--- src/rtl/vec_addr_setup.sv ---
// Upstream setup stage for the vector register address generator.
// Takes one request, converts vl/SEW/LMUL into a register/offset range,
// launches the generator and reports completion. One operation in flight.
module vec_addr_setup #(
    parameter int unsigned VLEN       = 16384,
    parameter int unsigned DATA_WIDTH = 64,
    parameter int unsigned ADDR_WIDTH = 5,
    parameter int unsigned OFF_WIDTH  = $clog2(VLEN / DATA_WIDTH),
    parameter int unsigned VL_WIDTH   = $clog2(VLEN) + 1
) (
    input  logic                  clk,
    input  logic                  rst_n,
    input  logic                  req_valid,
    output logic                  req_ready,
    input  logic [ADDR_WIDTH-1:0] req_vreg,
    input  logic [VL_WIDTH-1:0]   req_vl,
    input  logic [1:0]            req_sew,
    input  logic [1:0]            req_lmul,
    input  logic                  req_widen,
    output logic                  agu_en,
    input  logic                  agu_ack,
    input  logic                  agu_idle,
    output logic [ADDR_WIDTH-1:0] agu_addr_in,
    output logic [OFF_WIDTH-1:0]  agu_off_in,
    output logic [ADDR_WIDTH-1:0] agu_max_reg_in,
    output logic [OFF_WIDTH-1:0]  agu_max_off_in,
    output logic                  agu_widen_in,
    input  logic                  agu_addr_valid,
    input  logic                  agu_addr_end,
    output logic                  done,
    output logic                  err
);

    // Wide enough to hold VLEN*8 (largest VLEN << lmul) without overflow.
    localparam int unsigned CW      = $clog2(VLEN) + 4;
    localparam int unsigned BPW     = DATA_WIDTH / 8;
    localparam int unsigned BPW_LOG = $clog2(BPW);

    typedef enum logic [1:0] {StIdle, StCalc, StIssue, StBusy} state_e;

    state_e state_q, state_d;

    // Captured request fields
    logic [ADDR_WIDTH-1:0] vreg_q;
    logic [VL_WIDTH-1:0]   vl_q;
    logic [1:0]            sew_q;
    logic [1:0]            lmul_q;
    logic                  widen_q;

    // Generator-facing registers, updated on leaving StCalc
    logic [ADDR_WIDTH-1:0] addr_q;
    logic [ADDR_WIDTH-1:0] max_reg_q;
    logic [OFF_WIDTH-1:0]  max_off_q;
    logic                  agu_widen_q;
    logic                  err_q;

    // Range arithmetic
    logic [CW-1:0]         vlmax, vl_ext, vl_eff, bytes, words, last;
    logic [ADDR_WIDTH-1:0] align_mask;
    logic                  err_calc;
    logic                  launch;

    // Convert the captured vl/SEW/LMUL into word count and end position
    always_comb begin
        vlmax      = (CW'(VLEN) << lmul_q) >> (32'd3 + 32'(sew_q));
        vl_ext     = CW'(vl_q);
        vl_eff     = (vl_ext > vlmax) ? vlmax : vl_ext;
        bytes      = vl_eff << sew_q;
        words      = (bytes + CW'(BPW - 1)) >> BPW_LOG;
        last       = words - CW'(1);
        align_mask = ADDR_WIDTH'((32'd1 << lmul_q) - 32'd1);
        err_calc   = (vl_ext > vlmax) || ((lmul_q != 2'd0) && ((vreg_q & align_mask) != '0));
    end

    // State register
    always_ff @(posedge clk or negedge rst_n) begin
        if (!rst_n) begin
            state_q <= StIdle;
        end else begin
            state_q <= state_d;
        end
    end

    // Next-state logic
    always_comb begin
        state_d = state_q;
        case (state_q)
            StIdle:  if (req_valid) state_d = StCalc;
            StCalc:  state_d = (words == '0) ? StIdle : StIssue;
            StIssue: begin
                if (agu_ack && agu_idle) begin
                    state_d = (agu_addr_end && agu_addr_valid) ? StIdle : StBusy;
                end
            end
            StBusy:  if (agu_addr_valid && agu_addr_end && agu_ack) state_d = StIdle;
            default: state_d = StIdle;
        endcase
    end

    // Outputs; done is raised in the same cycle as the terminating event
    always_comb begin
        req_ready = (state_q == StIdle);
        agu_en    = (state_q == StIssue);
        launch    = (state_q == StIssue) && agu_ack && agu_idle;
        done      = ((state_q == StCalc) && (words == '0))
                 || (launch && agu_addr_end && agu_addr_valid)
                 || ((state_q == StBusy) && agu_addr_valid && agu_addr_end && agu_ack);
        // In StCalc the error flag is not registered yet, so use it directly
        err       = done && ((state_q == StCalc) ? err_calc : err_q);
    end

    // Capture request fields on handshake and generator fields on leaving StCalc
    always_ff @(posedge clk or negedge rst_n) begin
        if (!rst_n) begin
            vreg_q      <= '0;
            vl_q        <= '0;
            sew_q       <= '0;
            lmul_q      <= '0;
            widen_q     <= 1'b0;
            addr_q      <= '0;
            max_reg_q   <= '0;
            max_off_q   <= '0;
            agu_widen_q <= 1'b0;
            err_q       <= 1'b0;
        end else begin
            if (state_q == StIdle && req_valid) begin
                vreg_q  <= req_vreg;
                vl_q    <= req_vl;
                sew_q   <= req_sew;
                lmul_q  <= req_lmul;
                widen_q <= req_widen;
            end
            if (state_q == StCalc) begin
                addr_q      <= vreg_q;
                max_reg_q   <= ADDR_WIDTH'(last >> OFF_WIDTH);
                max_off_q   <= last[OFF_WIDTH-1:0];
                agu_widen_q <= widen_q;
                err_q       <= err_calc;
            end
        end
    end

    assign agu_addr_in    = addr_q;
    assign agu_off_in     = '0;
    assign agu_max_reg_in = max_reg_q;
    assign agu_max_off_in = max_off_q;
    assign agu_widen_in   = agu_widen_q;

endmodule
--- config.mk ---
export PLATFORM = sky130hd
export DESIGN_NAME = vec_addr_setup
export DESIGN_NICKNAME = d
export VERILOG_FILES = /design/src/rtl/vec_addr_setup.sv
export SDC_FILE = /design/constraint.sdc
export NUM_CORES = 1
export LEC_CHECK = 0
export CAP_MARGIN = 20
export CORE_MARGIN = 10
export CORE_UTILIZATION = 40
export CTS_CLUSTER_SIZE = 24
export DETAILED_ROUTE_END_ITERATION = 8
export PLACE_DENSITY_LB_ADDON = 0.15
export SLEW_MARGIN = 20
export SYNTH_ARGS = -nofsm -noshare
export SYNTH_HDL_FRONTEND = slang
export SYNTH_SLANG_ARGS = --single-unit
--- constraint.sdc ---
create_clock -name clk -period 8.3 [get_ports clk]
set_clock_uncertainty 0.1 [all_clocks]
set_input_delay 1.245 -clock clk [delete_from_list [all_inputs] [get_ports clk]]
set_output_delay 1.245 -clock clk [all_outputs]
set_load 0.01 [all_outputs]
==> flow_metrics.tcl, run 1 <==
set metrics [dict create \
    hpwl_mm 6.82 \
    drv_slew 0 \
    tightest_slew_ns 0.794 \
    grt_first_pass_wirelength_mm 15.0 \
    htree_num_levels 2 \
    end_kind "output port" \
    grt_max_degree 48 \
    cts_setup_buffers 0 \
    core_area_mm2 0.00872 \
    antenna_found_initial 0 \
    routed_wl_mm 8.83 \
    nets 456 \
    routedWlPerCell_um 16.8 \
    gp_congestion 0.876 \
    synthToLayoutAreaGrowth_pct 17.3 \
    grt_use_total_pct 13.8 \
    synth_cells 372 \
    clock_path_buffers 2 \
    seq_area_mm2 0.00118 \
    clk_pin_slew_ns 0.09 \
    synth_ff_type "dfrtp_1" \
    critical_path_class "flop to output port" \
    status "finished, final reports clean" \
    dp.cells 516 \
    tns_ns 0 \
    required_ns 6.95 \
    num_vias 2883 \
    synth_edf_count 0 \
    path_max_fanout 29 \
    yosysSeqAreaShare_pct 32.8 \
    cts_buffers 5 \
    gr-total-overflow 0 \
    maxCapViolations 0 \
    die_x_um 115 \
    clock_sink_count 47 \
    cts_resized 0 \
    final_cell_mix "nand2_1, clkdlybuf4s50_1, dfrtp_1, mux2_2, nor2_1" \
    async_reset_ff_share_pct 100 \
    detail_route.first_pass.iterations 4 \
    startpoint_type "flop" \
    syn-mean-instance-area_um2 9.64 \
    die_area_mm2 0.0132 \
    ys.warnings.count 0 \
    multi_input_area_mm2 0.00220 \
    num_rows 34 \
    io_pins 63 \
    cts_root_buf "clkbuf_8" \
    period_minus_slack_ns 6.01 \
    final_common_cell "nand2_1" \
    drt_iter0_drc 221 \
    port_buffers 54 \
    viasPerCell 5.50 \
    fin_crit_sh_pct 72.4 \
    place_area_mm2 0.00409 \
    drive_gt1_share_pct 18.3 \
    hold_violations 0 \
    grt_pass1_vias 2858 \
    drc 0 \
    fmax_mhz 167 \
    hold_path_class "flop to flop" \
    timing.slew.headroom_pct 46.9 \
    synth.distinct_cells 73 \
    crit_arrival_ns 4.66 \
    ant_nets 0 \
    fill_cells 860 \
    initial_utilization_pct 41.1 \
    final_cell_count_no_fill 524 \
    finalSetupViolations 0 \
    ys_ff_latch 47 \
    dieHeight_um 115 \
    rsz0062_at_grt "false" \
    insertion_delay_ns 0.30 \
    diodes 0 \
    syn_area_mm2 0.00359 \
    cts_tree "done" \
    utilization_pct 48.2 \
    hold_buffers 0 \
    final_design_area_no_fill_mm2 0.00421 \
]
[Yosys cell counts, types with 2 or more instances]
cell / count / area (um^2)
inv_1: 5 / 18.8
a22oi_1: 3 / 22.5
nand2_1: 55 / 206
and3_1: 3 / 18.8
o21ai_0: 22 / 110
or3_1: 3 / 18.8
o221a_2: 2 / 22.5
and2_1: 2 / 12.5
nand4_1: 2 / 12.5
nand2b_1: 2 / 12.5
nor4_1: 2 / 12.5
xnor2_1: 8 / 70.1
nand3_1: 15 / 75.1
nor3_2: 2 / 20.0
buf_4: 8 / 60.1
o221ai_1: 2 / 17.5
o21a_1: 5 / 37.5
nor2_1: 27 / 101
a21o_1: 4 / 30.0
nor3_1: 6 / 30.0
nor4_2: 3 / 37.5
buf_6: 4 / 45.0
ha_1: 9 / 113
mux4_2: 7 / 158
a21oi_1: 10 / 50.1
mux2i_1: 6 / 60.1
o21ai_1: 2 / 10.0
a31oi_1: 3 / 18.8
o211ai_1: 2 / 15.0
buf_2: 2 / 10.0
nor2b_1: 7 / 43.8
mux2_1: 2 / 22.5
xor2_1: 5 / 43.8
clkbuf_1: 9 / 33.8
clkbuf_8: 3 / 41.3
mux2_2: 34 / 383
a211oi_1: 3 / 22.5
o21bai_1: 2 / 15.0
dfrtp_1: 47 / 1180
[path summary, 6_finish.rpt]
check	startpoint	to	slack, ns	cells past startpoint
max	sew_q[1]	done	2.29	16
min	vreg_q[3]	agu_addr_in[3]	0.37	2
min in group asynchronous	rst_n	agu_max_off_in[7]	0.85	1
max reg2reg	sew_q[1]	agu_max_off_in[6]	3.74	16
min reg2reg	vreg_q[3]	agu_addr_in[3]	0.37	2
max in group asynchronous	rst_n	agu_addr_in[2]	6.85	1
[cells by family after synthesis]
| family | Yosys count | share of synthesized area (%) |
|---|---|---|
| xor+xnor | 13 | 3.17 |
| simple gates | 141 | 20.0 |
| other cells | 1 | 0.105 |
| compound gates | 77 | 16.0 |
| flops | 47 | 32.8 |
| buf+inv | 34 | 6.73 |
| fa+ha+maj | 9 | 3.14 |
| mux | 50 | 18.1 |
[flip-flops by register name, indices dropped and copies added (netlist names)]
name,flops
agu_addr_in,5
agu_max_off_in,8
agu_max_reg_in,5
agu_widen_in,1
err_q,1
lmul_q,2
sew_q,2
state_q,2
vl_q,15
vreg_q,5
widen_q,1
[layer usage]
layer  share of wire [%]  global-route usage, %  vias to the layer above
met5                   0                      0                        -
met4                0.57                   2.23                        0
met3                 5.9                   3.09                        4
met2                  45                   21.3                       67
met1                  48                   19.4                     1382
li1                    -                      -                     1430
[through the flow]
step,hold WS [ns],setup WS [ns]
3_3_place_gp,0.346,2.75
5_1_grt,0.404,1.75
2_1_floorplan,0.335,3.02
6_report,0.369,2.29
4_1_cts,0.376,2.26
3_5_place_dp,0.352,2.62
[critical path, cell delays in order, from the launching register on]
cell             delay (ns)
dfrtp_1                0.35
buf_4                  0.32
nor2b_1                0.15
nor2_1                 0.21
a22oi_1                0.10
ha_1                   0.29
nand3_1                0.11
or2_2                  0.34
or3_1                  0.46
nand2_1                0.46
nand3_1                0.24
ha_1                   0.25
o21ai_0                0.09
nor3_2                 0.08
and3_1                 0.20
or2_1                  0.21
clkdlybuf4s50_1        0.49
[cell type report]
cell class	count	share of cell area [%]
Inverter	6	0.535
Sequential cell	47	28.0
Tap cell	108	3.21
Timing Repair Buffer	57	13.3
Clock inverter	3	1.04
Multi-Input combinational cell	298	52.3
Clock buffer	5	1.64
Power of run 1 is left out: the tool's default activity adds up to more than one toggle a clock period on the data nets, which glitch-free logic cannot reach.
==> inputs of run 2 (changes only) <==
Clock period 8.3 ns to 5.7 ns, I/O delays scaled along.
==> run 2 against run 1 <==
Critical path depth shrank 1. Clock-buffer cell count grew 1. Sequential cell count stayed put. Sequential share of layout area down 0.058 points. Setup slack lost 1.9 ns. Non-clock buffer count rose by 3. Wire length grew 6.6%. Via count rose by 2.3%.
==> flow_metrics.tcl, run 2 (synthesis gave the netlist of run 1 again) <==
set metrics [dict create \
    num_rows 34 \
    drive_gt1_share_pct 18.9 \
    gp_congestion 0.868 \
    period_minus_slack_ns 5.29 \
    dieHeight_um 115 \
    antenna_found_initial 0 \
    startpoint_type "flop" \
    final_design_area_no_fill_mm2 0.00422 \
    port_buffers 54 \
    r2r_start "sew_q[0]" \
    cp_slowest_cell "clkdlybuf4s50_1" \
    clk_pin_slew_ns 0.10 \
    tightest_slew_ns 0.817 \
    reg2reg_depth 15 \
    drt_iter0_drc 172 \
    hold_path_class "flop to flop" \
    cts_setup_buffers 0 \
    required_ns 4.74 \
    gr-total-overflow 0 \
    tns_ns 0 \
    rsz0062_at_grt "false" \
    insertion_delay_ns 0.31 \
    place_area_mm2 0.00412 \
    cts_resized 0 \
    fill_cells 868 \
    crit_arrival_ns 4.33 \
    min_path_cells 2 \
    critical_path_class "flop to output port" \
    cts_root_buf "clkbuf_8" \
    synthToLayoutAreaGrowth_pct 17.5 \
    die_x_um 115 \
    hold_buffers 0 \
    end_kind "output port" \
    final_cell_mix "nand2_1, clkdlybuf4s50_1, dfrtp_1, mux2_2, nor2_1" \
    grt_first_pass_wirelength_mm 15.4 \
    clock_sink_count 47 \
    utilization_pct 48.4 \
    ant_nets 0 \
    grt_max_degree 48 \
    path_max_fanout 10 \
    finalSetupViolations 0 \
    largest_reg_flops 15 \
    nets 459 \
    core_area_mm2 0.00872 \
    status "finished, final reports clean" \
    maxCapViolations 0 \
    fmax_mhz 189 \
    clock_path_buffers 2 \
    routed_wl_mm 9.41 \
    routedWlPerCell_um 17.9 \
    grt_pass1_vias 2868 \
    slowest_delay_ns 0.54 \
    diodes 0 \
    hold_violations 0 \
    drc 0 \
    cts_tree "done" \
    ff2ff_setup_slack_ns 1.37 \
    timing.slew.headroom_pct 45.4 \
    die_area_mm2 0.0132 \
    detail_route.first_pass.iterations 5 \
    crit_chain "nor2b_1, nor2_1, nand2_1, ha_1, nand3_1, or2_2, o221ai_1, nand2_1, nand3_1, ha_1, o21ai_0, nor3_2, and3_1, o21a_1, clkdlybuf4s50_1" \
    fin_crit_sh_pct 92.8 \
    crit_buf_inv 1 \
    drv_slew 0 \
    endpoint "err" \
    viasPerCell 5.60 \
    htree_num_levels 2 \
    dp.cells 519 \
    io_pins 63 \
    final_common_cell "nand2_1" \
    crit_start "sew_q[0]" \
    regMostFlops "vl_q" \
    cp_num_cells 15 \
    worst_r2r_endpoint "agu_max_off_in[6]" \
    min_from "vreg_q[3]" \
    crit_family "simple AND/OR/NAND/NOR gates" \
    num_vias 2949 \
    final_cell_count_no_fill 527 \
    cts_buffers 5 \
    initial_utilization_pct 41.1 \
    grt_use_total_pct 14.3 \
    hpwl_mm 7.28 \
]
run 2: cell types whose count changed in the layout (fill, tap and decap cells not counted), sizes merged:
| cell | before | now |
|---|---|---|
| buf | 4 | 7 |
| clkbuf | 5 | 6 |
| clkinv | 3 | 2 |
| clkinvlp | 0 | 1 |
| bufinv | 1 | 0 |
run 2: metrics by stage:
| step | setup slack, ns | hold WS [ns] |
|---|---|---|
| 3_3_place_gp | 0.890 | 0.346 |
| 2_1_floorplan | 0.805 | 0.335 |
| 4_1_cts | 0.405 | 0.370 |
| 5_1_grt | 0.0539 | 0.403 |
| 6_report | 0.413 | 0.370 |
| 3_5_place_dp | 0.752 | 0.346 |
run 2: tightest hold or removal path: stages, from the launching register on:
cell and delay (ns):
dfrtp_1 0.35, nand2_1 0.05, nand2_1 0.05
run 2: layout make-up:
type	instances	area (um^2)	area share, %
inverter	6	22.5	0.534
multi-input combinational	298	2200	52.2
clock buffer	6	82.6	1.96
tap	108	135	3.20
sequential	47	1180	27.9
timing repair buffer	60	583	13.8
clock inverter	2	16.3	0.386
run 2: how the worst min path moves through the flow:
stage               slack (ns)        endpoint
floorplan                 0.33  agu_addr_in[3]
global placement          0.35  agu_addr_in[3]
detailed placement        0.35  agu_addr_in[3]
CTS                       0.37  agu_addr_in[3]
global route              0.40  agu_addr_in[3]
finish                    0.37  agu_addr_in[3]
run 2: metal layers:
| layer | vias to the layer above | wire length [um] | global-route usage (%) |
|---|---|---|---|
| li1 | 1429 | - | - |
| met1 | 1406 | 4270 | 19.6 |
| met2 | 104 | 4430 | 22.6 |
| met3 | 10 | 621 | 2.88 |
| met4 | 0 | 84 | 3.30 |
| met5 | - | 0 | 0 |
Power of run 2 is left out for the same reason.
